<file path="config.mk">
export PLATFORM = sky130hd
export DESIGN_NAME = buffer_dispositivo
export DESIGN_NICKNAME = d
export VERILOG_FILES = /design/src/rtl/bufdev_pkg.sv /design/src/rtl/bufdev_mem.sv /design/src/rtl/buffer_dispositivo.sv
export SDC_FILE = /design/constraint.sdc
export NUM_CORES = 1
export LEC_CHECK = 0
export ABC_AREA = 1
export CELL_PAD_IN_SITES_DETAIL_PLACEMENT = 1
export CELL_PAD_IN_SITES_GLOBAL_PLACEMENT = 2
export CORE_MARGIN = 2
export CORE_UTILIZATION = 38
export CTS_CLUSTER_DIAMETER = 80
export DETAILED_ROUTE_END_ITERATION = 8
export PLACE_DENSITY_LB_ADDON = 0.1
export SKIP_LAST_GASP = 1
export SLEW_MARGIN = 20
export SYNTH_ARGS = -nofsm -noshare
export SYNTH_HDL_FRONTEND = slang
export SYNTH_HIERARCHICAL = 1
export SYNTH_SLANG_ARGS = --single-unit
</file>
<file path="constraint.sdc">
create_clock -name clock -period 3.4 [get_ports clock]
set_input_delay 0.34 -clock clock [delete_from_list [all_inputs] [get_ports clock]]
set_output_delay 0.34 -clock clock [all_outputs]
set_load 0.01 [all_outputs]
</file>
<file path="src/rtl/bufdev_pkg.sv">
// Shared types and constants for the device-output buffer and its upstream
// device-address controller.
package bufdev_pkg;

  localparam int DEFAULT_DATA_W = 32;
  localparam int DEFAULT_DEPTH  = 8;

  // Address the controller decodes to divert a CPU store into this buffer.
  localparam logic [31:0] DEVICE_ADDR = 32'd900000;

  typedef logic [DEFAULT_DATA_W-1:0]         data_t;
  typedef logic [$clog2(DEFAULT_DEPTH):0]    cnt_t;

endpackage

</file>
<file path="src/rtl/bufdev_mem.sv">
// DEPTH x DATA_W register array: synchronous write port, asynchronous read
// port. Contents are deliberately not reset.
module bufdev_mem #(
  parameter int DATA_W = 32,
  parameter int DEPTH  = 8,
  parameter int ADDR_W = $clog2(DEPTH)
) (
  input  logic              clk_i,
  input  logic              we_i,
  input  logic [ADDR_W-1:0] waddr_i,
  input  logic [DATA_W-1:0] wdata_i,
  input  logic [ADDR_W-1:0] raddr_i,
  output logic [DATA_W-1:0] rdata_o
);

  logic [DATA_W-1:0] mem_q [DEPTH];

  always_ff @(posedge clk_i) begin
    if (we_i) begin
      mem_q[waddr_i] <= wdata_i;
    end
  end

  assign rdata_o = mem_q[raddr_i];

endmodule

</file>
<file path="src/rtl/buffer_dispositivo.sv">
// First-word-fall-through FIFO between the device-address controller and a
// slow output device. Optional sticky drop flag: BUFDEV_OVERFLOW_FLAG_EN.
module buffer_dispositivo
  import bufdev_pkg::*;
#(
  parameter int  DATA_W = DEFAULT_DATA_W,
  parameter int  DEPTH  = DEFAULT_DEPTH,
  localparam int CNT_W  = $clog2(DEPTH) + 1
) (
  input  logic              clock,
  input  logic              reset,
  input  logic              wr_en,
  input  logic [DATA_W-1:0] wr_data,
  output logic              full,
  output logic [CNT_W-1:0]  count,
  output logic              dev_valid,
  output logic [DATA_W-1:0] dev_data,
  input  logic              dev_ready,
  output logic              overflow,
  input  logic              ovf_clr
);

  localparam int PTR_W = $clog2(DEPTH);

  logic [PTR_W-1:0]  wr_ptr_q, wr_ptr_d;
  logic [PTR_W-1:0]  rd_ptr_q, rd_ptr_d;
  logic [CNT_W-1:0]  count_q, count_d;
  logic [DATA_W-1:0] head_data;
  logic              full_w;
  logic              valid_w;
  logic              push_ok;
  logic              pop_ok;
  logic              drop;

  // Device handshake: a word transfers on a rising edge where dev_valid and
  // dev_ready are both 1. dev_valid never depends on dev_ready, and while
  // dev_valid=1 and dev_ready=0 the head word is held unchanged.
  assign full_w  = (count_q == CNT_W'(DEPTH));
  assign valid_w = (count_q != '0);

  // Full is judged on registered state, so a same-cycle pop does not make
  // room for a push; the pushed word is simply dropped.
  assign push_ok = wr_en & ~full_w;
  assign drop    = wr_en & full_w;
  assign pop_ok  = valid_w & dev_ready;

  always_comb begin
    wr_ptr_d = wr_ptr_q;
    rd_ptr_d = rd_ptr_q;
    count_d  = count_q;
    if (push_ok) begin
      wr_ptr_d = wr_ptr_q + PTR_W'(1);
    end
    if (pop_ok) begin
      rd_ptr_d = rd_ptr_q + PTR_W'(1);
    end
    case ({push_ok, pop_ok})
      2'b10:   count_d = count_q + CNT_W'(1);
      2'b01:   count_d = count_q - CNT_W'(1);
      default: count_d = count_q;
    endcase
  end

  always_ff @(posedge clock or posedge reset) begin
    if (reset) begin
      wr_ptr_q <= '0;
      rd_ptr_q <= '0;
      count_q  <= '0;
    end else begin
      wr_ptr_q <= wr_ptr_d;
      rd_ptr_q <= rd_ptr_d;
      count_q  <= count_d;
    end
  end

  bufdev_mem #(
    .DATA_W (DATA_W),
    .DEPTH  (DEPTH),
    .ADDR_W (PTR_W)
  ) u_mem (
    .clk_i   (clock),
    .we_i    (push_ok),
    .waddr_i (wr_ptr_q),
    .wdata_i (wr_data),
    .raddr_i (rd_ptr_q),
    .rdata_o (head_data)
  );

  assign full      = full_w;
  assign count     = count_q;
  assign dev_valid = valid_w;
  assign dev_data  = valid_w ? head_data : '0;

`ifdef BUFDEV_OVERFLOW_FLAG_EN
  logic ovf_q, ovf_d;

  // A drop in the same cycle as a clear keeps the flag set.
  always_comb begin
    ovf_d = ovf_q;
    if (ovf_clr) begin
      ovf_d = 1'b0;
    end
    if (drop) begin
      ovf_d = 1'b1;
    end
  end

  always_ff @(posedge clock or posedge reset) begin
    if (reset) begin
      ovf_q <= 1'b0;
    end else begin
      ovf_q <= ovf_d;
    end
  end

  assign overflow = ovf_q;
`else
  logic unused_ovf;
  assign unused_ovf = ovf_clr | drop;
  assign overflow   = 1'b0;
`endif

endmodule

</file>
==> results.md <==
- The flow ran to the end, and the final reports show no timing, DRC or antenna violations.
- In this run the horizontal extent of the chip is 183 um.
- At the later pin of the worst-skew pair, clock insertion delay measures 0.54 ns.
- The synthesized netlist net count is 1,302.
- The count of different cell masters after synthesis is 26.
- The total DRC errors in the routed layout is 0.
- In this design, the stage delay of the slowest critical-path cell is 0.58 ns.
- For this configuration, the core starts out at a cell density of 0.385.
- The class of the most critical hold timing path is input port to asynchronous set/reset pin.
- The area of the die is 33,400 sq um.
- The number of buffers between clock root and the deepest sink is 3.
- The worst-case vdd ir drop is 0.000442 V.
- The total buffers and inverters traversed by the critical path is 4.
- The I/O pin count is 76.
- The number of synthesized flops with an enable pin is 256.
- Traced cell by cell, the critical path runs through inv_4, buf_4, nand2_1, nand3_1, nand2_1, nand2_1, nand2_1, inv_1, nor2_1, clkdlybuf4s50_1.
- Dividing the detail-routed wire length by the instance count gives 16.8 um.
- The number of clock buffers inserted by TritonCTS is 31.
- For the final database, setup skew stands at 0.00869 ns.
- The setup check on the worst reg-to-reg path leaves a slack of 1.20 ns.
- The global router's overall resource usage is 0.183.
- Grouping stages by cell kind, the critical path spends the most delay in buffers and inverters.
- The data arrival time of the critical path is 2.81 ns.
- At the end of routability-driven placement, the weighted congestion stood at 0.686.
- The initial antenna violation count came to 0.
- Summed over all nets, the half-perimeter wirelength after detailed placement is 16.7 mm.
- The number of max-slew violations in the final report is 0.
- The number of cells produced by synthesis is 1,259.
- The kind of start point of the critical path is a flip-flop.
- The core outline area is 31,500 sq um.
- Derived from the worst setup path, the maximum achievable clock frequency is 318 MHz.
- The power per standard cell area is 860 nW/um^2.
- The share of async-settable or async-resettable flops after synthesis is 0.0376.
- The relative slew slack is 0.571.
- The area growth from synthesis to layout is 17.2%.
- The minimum period implied by the final worst setup slack is 3.15 ns.
- The maximum number of pins on one net before global-route repair is 116.
- The launching instance or port of the critical path is rd_ptr_q[0]$_DFFE_PP0P_.
- The number of vias after detailed routing is 8,179.
- Summed over all cells, the static leakage comes to 6.49 nW.
- The area of all placed cells without fillers is 14,200 sq um.
- In the synthesized netlist the dominant register cell turns out to be edfxtp_1.
- The sequential fraction of the synthesis area is 0.654.
- The number of gates resized after CTS is 0.
- Dividing the detail-routed via count by the number of cells gives 4.64.
- The most frequent cell on the critical path is nand2_1.
- The via count of the first global-routing pass came to 8,638.
- The number of setup violations in the final report is 0.
- The CTS tree is built.
- CTS placed an instance of clkbuf_16 at the clock tree root.
- The number of fill cells is 3,527.
- The total negative slack is 0 ns.
- The count of buffers added by post-CTS timing repair for setup is 0.
- The post-synthesis instance area is 12,100 sq um.
- The count of synthesis-stage warnings from yosys is 6.
- In this run, post-CTS hold repair placed 0 buffers.
- The post-layout net count is 1,380.
- The clock drives 266 sinks.
- The first global-routing pass estimated 47.0 mm of wire.
- The worst setup path is captured at a primary output.
- The highest-delay cell along the critical path is dfrtp_4.
- The number of failing hold endpoints at the final stage is 0.
- The number of antenna diodes in the final layout is 0.
- The worst path required time is 3.06 ns.
- For the pin with the worst max-slew slack, the measured transition is 0.643 ns.
- The first-pass detailed-route iteration total is 4.
- The clock-pin slew on the worst setup and hold paths is 0.05 ns.
- The number of synthesized register bits is 266.
- The height of the die is 183 um.
- Once detail routing completed, the nets flagged for antenna violations numbered 0.
- The number of input and output port buffers inserted is 73.
- The tool flagged a number of max-cap violations equal to 0.
- The floorplan has 65 rows.
- The mean area per synthesized cell is 9.63 sq um.
- The critical path class is flip-flop to primary output.
- The top fanout value on the critical path is 36.
- The number of DRC markers after the initial detailed-route iteration is 338.
- The beginning of the worst register-to-register path is count[1]$_DFFE_PP0P_.
- The fraction of final layout cells with drive strength greater than 1 is 0.0618.
- Setup repair after global routing left no endpoint under its margin.
- Once placement finished, the instance area stood at 13,300 sq um.
- The H-tree depth is 1.
- In the finished design, the share of the clock period the worst path needs comes to 0.925.
- The total overflow reported by the global router is 0.
- The final layout contains routed wiring with a total length of 29.6 mm.
## report_power, final
| part | switching (mW) | internal (mW) | total, mW |
|---|---|---|---|
| Clock | 1.23 | 1.67 | 2.90 |
| Combinational | 3.06 | 1.89 | 4.95 |
| Sequential | 0.263 | 4.12 | 4.38 |
| Total | 4.55 | 7.68 | 12.2 |
## state kept, by name, indices dropped and copies added, names as in the netlist
| name | cells |
|---|---|
| u_mem/mem_q | 256 |
| count | 4 |
| rd_ptr_q | 3 |
| wr_ptr_q | 3 |
## metrics by stage
step	setup WS [ns]	util	hold WS [ns]	total power, mW	cells
5_1_grt	0.0309	0.452	0.114	13.2	1761
3_3_place_gp	0.797	0.424	0.531	9.46	1706
6_report	0.254	0.452	0.0925	12.2	1761
2_1_floorplan	0.721	-	0.180	7.50	1259
4_1_cts	0.163	0.452	0.0920	12.5	1761
3_5_place_dp	0.762	0.424	0.536	9.54	1706
## final timing paths
| check | cells past startpoint | end |
|---|---|---|
| setup / recovery | 10 | dev_data[27] |
| hold reg to reg | 1 | wr_ptr_q[0]$_DFFE_PP0P_ |
| hold / removal | 2 | count[2]$_DFFE_PP0P_ |
| setup reg to reg | 7 | u_mem/mem_q[4][16]$_DFFE_PP_ |
| min in group clock | 3 | rd_ptr_q[0]$_DFFE_PP0P_ |
| max in group asynchronous | 2 | rd_ptr_q[0]$_DFFE_PP0P_ |
## metal layers
metal	share of wire	GRT usage	wire (um)	vias to the layer above
met5	0	0	0	-
met4	0.019	0.0448	552	0
met3	0.025	0.0198	729	48
met2	0.50	0.329	14800	102
met1	0.46	0.236	13500	4015
li1	-	-	-	4014
## cell families after synthesis
family,after synthesis,synth area share
XOR/XNOR,6,0.00433
buffers and inverters,358,0.124
adder cells (fa/ha/maj),6,0.00681
other,1,0.000309
AO/OA/AOI/OAI,4,0.00165
flip-flops,266,0.654
AND/OR/NAND/NOR,618,0.209
## cell usage after synthesis (2+ instances only)
cell,number,area (sq um)
buf_1,5,18.8
buf_2,20,100
buf_4,6,45.0
buf_6,14,158
clkbuf_1,7,26.3
dfrtp_1,10,250
edfxtp_1,256,7690
ha_1,5,62.6
inv_1,303,1140
inv_2,2,7.51
nand2_1,441,1660
nand3_1,130,651
nor2_1,37,139
nor2_2,4,25.0
o21ai_0,4,20.0
xnor2_1,5,43.8
## layout make-up
cell class / instances / area (sq um) / area share
clock inverters: 10 / 47.5 / 0.00335
well taps: 402 / 503 / 0.0354
clock buffers: 45 / 828 / 0.0583
multi-input cells: 635 / 2750 / 0.194
inverters: 306 / 1150 / 0.0812
repair buffers: 97 / 986 / 0.0694
flip-flops and latches: 266 / 7940 / 0.559
## placed cells by master, fill, tap and decap left out, drive strengths merged
| cell | synthesis | layout |
|---|---|---|
| or2 | 1 | 1 |
| inv | 306 | 306 |
| ha | 5 | 5 |
| o21ai | 4 | 4 |
| clkbuf | 7 | 45 |
| fa | 1 | 1 |
| nand3 | 132 | 132 |
| buf | 45 | 24 |
| clkdlybuf4s50 | 0 | 73 |
| clkinv | 0 | 10 |
| dfrtp | 10 | 10 |
| conb | 1 | 1 |
| nor2 | 42 | 42 |
| xnor2 | 5 | 5 |
| edfxtp | 256 | 256 |
| xor2 | 1 | 1 |
| nand2 | 443 | 443 |
(Power assumes the default switching activity.)
